`src/rtl/cdc_hs_tx.sv`:
```
// cdc_hs_tx: source end of a 4-phase req/ack clock-domain-crossing handshake.
// Holds tx_data stable for the whole transfer and synchronizes rx_ack into clk.
module cdc_hs_tx #(
   parameter int unsigned DATA_W      = 8,
   parameter int unsigned SYNC_STAGES = 2,
   parameter int unsigned TIMEOUT     = 0
) (
   input  logic              clk,
   input  logic              rst,
   input  logic              in_valid,
   output logic              in_ready,
   input  logic [DATA_W-1:0] in_data,
   output logic              tx_req,
   output logic [DATA_W-1:0] tx_data,
   input  logic              rx_ack,
   output logic              done,
   output logic              busy,
   output logic              err,
   input  logic              err_clr,
   output logic [15:0]       xfer_cnt
);

   typedef enum logic [1:0] {StIdle, StReq, StDrop} state_e;

   state_e                 state_q, state_d;
   logic [SYNC_STAGES-1:0] ack_sync_q;
   logic                   ack_s;
   logic                   tx_req_q, tx_req_d;
   logic [DATA_W-1:0]      tx_data_q, tx_data_d;
   logic                   done_q, done_d;
   logic                   err_q, err_d;
   logic [15:0]            xfer_cnt_q, xfer_cnt_d;
   logic                   to_hit;

   assign ack_s    = ack_sync_q[SYNC_STAGES-1];
   assign in_ready = (state_q == StIdle) && !ack_s;
   assign busy     = (state_q != StIdle);
   assign tx_req   = tx_req_q;
   assign tx_data  = tx_data_q;
   assign done     = done_q;
   assign err      = err_q;
   assign xfer_cnt = xfer_cnt_q;

   always_comb begin
      state_d    = state_q;
      tx_req_d   = tx_req_q;
      tx_data_d  = tx_data_q;
      done_d     = 1'b0;
      xfer_cnt_d = xfer_cnt_q;
      case (state_q)
         StIdle: begin
            if (in_valid && in_ready) begin
               tx_data_d = in_data;
               tx_req_d  = 1'b1;
               state_d   = StReq;
            end
         end
         StReq: begin
            if (ack_s) begin
               tx_req_d = 1'b0;
               state_d  = StDrop;
            end
         end
         StDrop: begin
            if (!ack_s) begin
               done_d     = 1'b1;
               xfer_cnt_d = xfer_cnt_q + 16'd1;
               state_d    = StIdle;
            end
         end
         default: state_d = StIdle;
      endcase
   end

   // Clear has priority so software can always acknowledge an error.
   always_comb begin
      err_d = err_q;
      if (err_clr) begin
         err_d = 1'b0;
      end else if (to_hit) begin
         err_d = 1'b1;
      end
   end

   always_ff @(posedge clk or posedge rst) begin
      if (rst) begin
         state_q    <= StIdle;
         ack_sync_q <= '0;
         tx_req_q   <= 1'b0;
         tx_data_q  <= '0;
         done_q     <= 1'b0;
         err_q      <= 1'b0;
         xfer_cnt_q <= '0;
      end else begin
         state_q    <= state_d;
         ack_sync_q <= {ack_sync_q[SYNC_STAGES-2:0], rx_ack};
         tx_req_q   <= tx_req_d;
         tx_data_q  <= tx_data_d;
         done_q     <= done_d;
         err_q      <= err_d;
         xfer_cnt_q <= xfer_cnt_d;
      end
   end

   if (TIMEOUT > 0) begin : g_timeout
      localparam int unsigned CntW = $clog2(TIMEOUT + 1);
      localparam logic [CntW-1:0] CntMax = CntW'(TIMEOUT - 1);

      logic [CntW-1:0] cnt_q, cnt_d;

      // Only a wait phase that fails to advance ages; the FSM never aborts.
      assign to_hit = (state_q != StIdle) && (state_d == state_q) && (cnt_q == CntMax);

      always_comb begin
         cnt_d = cnt_q;
         if ((state_d != state_q) || (state_q == StIdle)) begin
            cnt_d = '0;
         end else if (cnt_q != CntMax) begin
            cnt_d = cnt_q + 1'b1;
         end
      end

      always_ff @(posedge clk or posedge rst) begin
         if (rst) begin
            cnt_q <= '0;
         end else begin
            cnt_q <= cnt_d;
         end
      end
   end else begin : g_no_timeout
      assign to_hit = 1'b0;
   end

endmodule

```
`config.mk`:
```
export PLATFORM = sky130hd
export DESIGN_NAME = cdc_hs_tx
export DESIGN_NICKNAME = d
export VERILOG_FILES = /design/src/rtl/cdc_hs_tx.sv
export SDC_FILE = /design/constraint.sdc
export NUM_CORES = 1
export LEC_CHECK = 0
export CORE_UTILIZATION = 44
export CTS_CLUSTER_DIAMETER = 60
export DETAILED_ROUTE_END_ITERATION = 12
export GPL_TIMING_DRIVEN = 0
export PLACE_DENSITY_LB_ADDON = 0.12
export SLEW_MARGIN = 20
export SYNTH_ARGS = -nofsm -noshare
export SYNTH_HDL_FRONTEND = slang
export SYNTH_SLANG_ARGS = --single-unit
```
`constraint.sdc`:
```
create_clock -name clk -period 2 [get_ports clk]
set_input_delay 0.2 -clock clk [delete_from_list [all_inputs] [get_ports clk]]
set_output_delay 0.2 -clock clk [all_outputs]
set_load 0.005 [all_outputs]
```
==> metrics.yaml, run 1 <==
crit_path_top_delay_cell: "clkdlybuf4s50_1"
cts_tree: "done"
area_delta_synth_final_pct: 39.76
post-route-drc-count: 0
max_cap_violations: 0
cellLeakagePower_uw: 0.0007714
nNetsFinal: 157
cp_max_fo: 6
fin_cells: 174
synth_cell_types: 21
grt_pass1_wl_microns: 3567
first_pass_iters: 4
synth_area_sq_mm: 0.001227
wire_per_inst_microns: 12.64
synth_top_area_share_pct: 61.16
layout-drive-gt1-share_pct: 17.36
grt_pass1_vias: 819
path_class: "register to primary output"
root_buffer: "clkbuf_4"
rsz0062_at_grt: "no"
vdd_drop_max_mv: 0.7058
required_ns: 1.80
max_freq_ghz: 0.5273
synth_nets: 111
dp.final_hpwl_microns: 1636
dp_slack_ns: 0.3243
numCtsBuffers: 5
synthTopCellsByArea: "dfrtp_1, xnor2_1, mux2_2"
skew_ns: 0.008346
tightestPinTransition_ns: 0.5917
status: "completed"
core_area_sq_mm: 0.002545
synth_seq_cells: 30
cts_setup_buffers: 0
critPathMaxStageDelay_ns: 0.50
finalHoldViolations: 0
postRouteAntennaNets: 0
cp.buffers_inverters: 1
clk-insertion-delay-late_ns: 0.32
cts_resized: 0
drv_slew: 0
worstPathArrival_ns: 1.70
ios: 42
setup_tns_ns: 0
cts.sinks: 30
wl_microns: 2200
cp-start-kind: "register"
place.gp.congestion: 0.7097
grtUsageTotal_pct: 18.18
clk_path_buf_depth: 2
fin_ws_ns: 0.1034
ys_warn_count: 0
synth-seq-area-share_pct: 61.16
path_delay_family: "buffers and inverters"
post-synth-top-area-cell: "dfrtp_1"
die_area_sq_mm: 0.003005
path_cells: "or2_2 > nor2_1 > clkdlybuf4s50_1"
htreeDepth: 2
antenna_found_initial: 0
drtIter0Drc: 7
dp_cells: 166
die_h_microns: 54.82
cellPowerDensity_mw_per_mm2: 885.7
min_path_type: "primary input to async pin"
syn_inst: 97
fin_crit_ns: 1.897
relSlewSlack_pct: 60.50
fin_crit_sh_pct: 94.83
n_antenna_cell: 0
grt_start_max_net_pins: 31
vias: 853
endpoint_kind: "primary output"
vias_per_cell: 4.902
avgSynthCellArea_sq_um: 12.65
cts.clk_slew.worst_paths_ns: 0.09
setup_violations: 0
hold_buffers: 0
io_buffers: 39
grt_overflow: 0
fp.dieW_microns: 54.82
initial_core_util_pct: 48.23
std_cell_rows: 18
final_core_util_pct: 67.40
==> layout by cell type (no fill, tap or decap) <==
master | Yosys | layout
and3_1 | 3 | 3
buf_4 | 2 | 2
clkbuf_1 | 0 | 1
clkbuf_4 | 0 | 5
clkbuf_8 | 0 | 1
clkdlybuf4s50_1 | 0 | 39
clkinv_2 | 0 | 1
conb_1 | 1 | 1
dfrtp_1 | 30 | 30
ha_1 | 1 | 1
inv_1 | 3 | 2
inv_2 | 1 | 2
mux2_2 | 9 | 9
nand2_1 | 4 | 4
nand2b_1 | 1 | 1
nand3_1 | 8 | 8
nand4_1 | 2 | 2
nor2_1 | 8 | 8
nor2_2 | 1 | 1
nor3_1 | 1 | 1
nor4_4 | 1 | 1
o21ai_0 | 2 | 2
or2_2 | 2 | 2
or3b_4 | 1 | 1
xnor2_1 | 13 | 13
xor2_1 | 3 | 3
==> report_power, final <==
group	total, uW	internal (uW)	switching, uW	leakage, uW
clock	364	170	194	0.0000353
combinational	375	263	112	0.000351
sequential	781	702	79.2	0.000385
==> cell families (layout without fill, tap and decap cells) <==
family / after synthesis / count (layout) / share of synthesized area (%)
other: 1 / 1 / 0.3055
XOR/XNOR: 16 / 16 / 11.42
AO/OA/AOI/OAI: 2 / 2 / 0.8155
buffers and inverters: 6 / 53 / 2.446
flip-flops: 30 / 30 / 61.16
multiplexers: 9 / 9 / 8.257
AND/OR/NAND/NOR: 32 / 32 / 14.58
adder cells (fa/ha/maj): 1 / 1 / 1.019
==> routing by layer <==
metal / global-route usage [%] / part of all wire [%] / wire length, microns / vias to the layer above
met5: 0 / 0 / 0 / -
li1: - / - / - / 412
met2: 27.11 / 44 / 971 / 35
met4: 13.68 / 3.1 / 68 / 0
met1: 20.35 / 45 / 980 / 397
met3: 7.778 / 8.1 / 179 / 9
==> final cells by class <==
| cell class | instances | area [sq um] |
|---|---|---|
| Fill cell | 205 | 829.5 |
| Sequential cell | 30 | 750.7 |
| Clock inverter | 1 | 5.005 |
| Multi-Input combinational cell | 61 | 446.7 |
| Inverter | 4 | 15.01 |
| Clock buffer | 7 | 55.05 |
| Tap cell | 30 | 37.54 |
| Buffer | 2 | 15.01 |
| Timing Repair Buffer | 39 | 390.4 |
==> per-stage QoR <==
step / hold slack, ns / total power, uW / instance area [sq um]
after CTS: 0.3145 / 1544 / 1715
after floorplan: 0.2314 / 930.8 / 1227
final: 0.2678 / 1519 / 1715
after global routing: 0.3042 / 1617 / 1715
after detailed placement: 0.3465 / 1175 / 1655
after global placement: 0.3355 / 1161 / 1655
==> state kept, by name (all words and copies together), names as in the netlist <==
name / count
ack_sync_q: 2
tx_req: 1
state_q: 2
done: 1
tx_data: 8
xfer_cnt: 16
==> worst reg2reg max path: stages (launching register included) <==
cell     delay, ns
dfrtp_1       0.44
or3b_4        0.45
nor4_4        0.40
nand3_1       0.16
xnor2_1       0.14
==> final timing paths <==
check,cells after the start,start,endpoint,slack (ns)
max,3,state_q[1]$_DFFE_PP0P_,in_ready,0.10
min,2,rst,xfer_cnt[15]$_DFFE_PP0P_,0.27
max reg2reg,4,state_q[1]$_DFFE_PP0P_,xfer_cnt[15]$_DFFE_PP0P_,0.30
min reg2reg,0,ack_sync_q[0]$_DFF_PP0_,ack_sync_q[1]$_DFF_PP0_,0.36
max in group asynchronous,2,rst,ack_sync_q[0]$_DFF_PP0_,1.33
min in group clk,1,rx_ack,ack_sync_q[0]$_DFF_PP0_,0.33
==> cells in the mapped netlist, drive strengths merged <==
library cell / n
and3: 3
buf: 2
conb: 1
dfrtp: 30
ha: 1
inv: 4
mux2: 9
nand2: 4
nand2b: 1
nand3: 8
nand4: 2
nor2: 9
nor3: 1
nor4: 1
o21ai: 2
or2: 2
or3b: 1
xnor2: 13
xor2: 3
(Power assumes the default switching activity.)
==> inputs of run 2 (changes only) <==
CORE_UTILIZATION = 33   (was 44)
==> run 2 against run 1 <==
- sequential share of layout area fell by 1.1 points
- sequential power barely moved
- final cell count rose by 8.0%
- core utilization fell by 16 points
- sequential cell count did not move
- register-to-register slack barely moved
- global-route usage fell by 5.4 points
- non-clock buffer count did not move
- critical path depth did not move
- power rose by 6.5%
- routed wire length fell by 0.18%
- critical endpoint unchanged
- largest cell class unchanged
==> metrics.yaml, run 2 (synthesis gave the netlist of run 1 again) <==
wl_microns: 2196  # -0.18%
cts_tree: "done"
grtUsageTotal_pct: 12.81  # -5.4 points
rsz0062_at_grt: "no"
ios: 42  # unchanged
seqCellArea_sq_um: 750.7  # unchanged
initial_core_util_pct: 35.66  # -13 points
fillers: 309  # +51%
setup_tns_ns: 0  # unchanged
cp-start-kind: "register"
fp.dieW_microns: 62.99  # +15%
first_pass_iters: 4  # unchanged
path_class: "register to primary output"
multi_input_area_sq_um: 446.7  # unchanged
worstPathArrival_ns: 1.63  # -0.07 ns
tightestPinTransition_ns: 0.6058  # +0.01410 ns
clk_path_buf_depth: 2  # unchanged
grt_pass1_vias: 842  # +2.8%
place.gp.congestion: 0.7276  # +2.5%
largest_reg_flops: 16  # unchanged
critPathMaxStageDelay_ns: 0.50  # about the same
path_delay_family: "buffers and inverters"
grt_overflow: 0  # unchanged
vias_per_cell: 4.431  # -9.6%
endpoint_kind: "primary output"
wire_per_inst_microns: 11.68  # -7.6%
min_path_type: "primary input to async pin"
crit_path_top_delay_cell: "clkdlybuf4s50_1"
finalHoldViolations: 0  # unchanged
setup_violations: 0  # unchanged
die_area_sq_mm: 0.003967  # +32%
cts_resized: 0  # unchanged
n_antenna_cell: 0  # unchanged
cellLeakagePower_uw: 0.0007792  # +1.0%
path_cells: "or2_2 > nor2_1 > clkdlybuf4s50_1"
cellPowerDensity_mw_per_mm2: 920.7  # +4.0%
hold_buffers: 0  # unchanged
skew_ns: 0.004683  # -0.003664 ns
io_buffers: 39  # unchanged
max_cap_violations: 0  # unchanged
layout-drive-gt1-share_pct: 16.90  # -0.46 points
nNetsFinal: 157  # unchanged
cts.sinks: 30  # unchanged
drtIter0Drc: 30  # +23
numCtsBuffers: 5  # unchanged
fin_crit_ns: 1.833  # -0.06359 ns
cp.depth: 3  # unchanged
cp_max_fo: 6  # unchanged
ff2ff_path_depth: 4  # unchanged
cts_setup_buffers: 0  # unchanged
cts.clk_slew.worst_paths_ns: 0.06  # -0.03 ns
vias: 833  # -2.3%
max_freq_ghz: 0.5456  # +3.5%
fin_crit_sh_pct: 91.65  # -3.2 points
area_delta_synth_final_pct: 43.22
status: "completed"
die_h_microns: 62.99  # +15%
relSlewSlack_pct: 59.56  # -0.94 points
htreeDepth: 2  # unchanged
vdd_drop_max_mv: 0.3318  # -53%
drv_slew: 0  # unchanged
root_buffer: "clkbuf_8"
grt_start_max_net_pins: 31  # unchanged
grt_pass1_wl_microns: 3884  # +8.9%
antenna_found_initial: 0  # unchanged
std_cell_rows: 21  # +3
dp.final_hpwl_microns: 1558  # -4.7%
clk-insertion-delay-late_ns: 0.27  # -0.05 ns
post-route-drc-count: 0  # unchanged
cp.buffers_inverters: 1  # unchanged
postRouteAntennaNets: 0  # unchanged
final_common_cell: "clkdlybuf4s50_1"
core_area_sq_mm: 0.003442  # +35%
final_core_util_pct: 51.07  # -16 points
final_cell_mix: "clkdlybuf4s50_1, dfrtp_1, xnor2_1"
required_ns: 1.80  # about the same
-- run 2: cell type report --
cell class	instances	share of cell area [%]
well taps	46	3.274
clock buffers	6	4.697
flip-flops and latches	30	42.70
inverters	4	0.8541
repair buffers	39	22.21
plain buffers	2	0.8541
multi-input cells	61	25.41
-- run 2: worst paths after layout --
path                                               from  slack [ns]                        to
worst max-delay path             state_q[1]$_DFFE_PP0P_        0.17                  in_ready
worst min-delay path                                rst        0.32  xfer_cnt[12]$_DFFE_PP0P_
min in group clk                ack_sync_q[0]$_DFF_PP0_        0.35   ack_sync_q[1]$_DFF_PP0_
worst max register to register   state_q[0]$_DFFE_PP0P_        0.31  xfer_cnt[11]$_DFFE_PP0P_
max in group asynchronous                           rst        1.28    tx_data[6]$_DFFE_PP0P_
worst min register to register  ack_sync_q[0]$_DFF_PP0_        0.35   ack_sync_q[1]$_DFF_PP0_
-- run 2: per-layer routing --
| metal | GRT usage (%) | vias up | routed length [microns] |
|---|---|---|---|
| met5 | 0 | - | 0 |
| met3 | 4.927 | 6 | 158 |
| met4 | 6.105 | 0 | 31 |
| li1 | - | 408 | - |
| met2 | 18.68 | 32 | 949 |
| met1 | 16.51 | 387 | 1056 |
-- run 2: power by group --
group	internal (uW)	switching, uW	total, uW
clock	264	201	466
combinational	263	110	373
sequential	703	76.2	780
-- run 2: worst reg2reg max path, cell delays in order, from the launching register on --
cell	delay, ns
dfrtp_1	0.42
or3b_4	0.46
nor4_4	0.40
nand3_1	0.15
xnor2_1	0.15
-- run 2: through the flow --
step / worst slack (ns) / hold WS [ns] / cells / cell area, sq um / power (uW)
after floorplan: 0.4380 / 0.2314 / 97 / 1227 / 930.8
after global routing: 0.1002 / 0.3660 / 188 / 1758 / 1727
after global placement: 0.3251 / 0.3346 / 182 / 1675 / 1162
final: 0.1670 / 0.3198 / 188 / 1758 / 1618
after CTS: 0.1472 / 0.3387 / 188 / 1758 / 1646
after detailed placement: 0.2986 / 0.3347 / 182 / 1675 / 1170
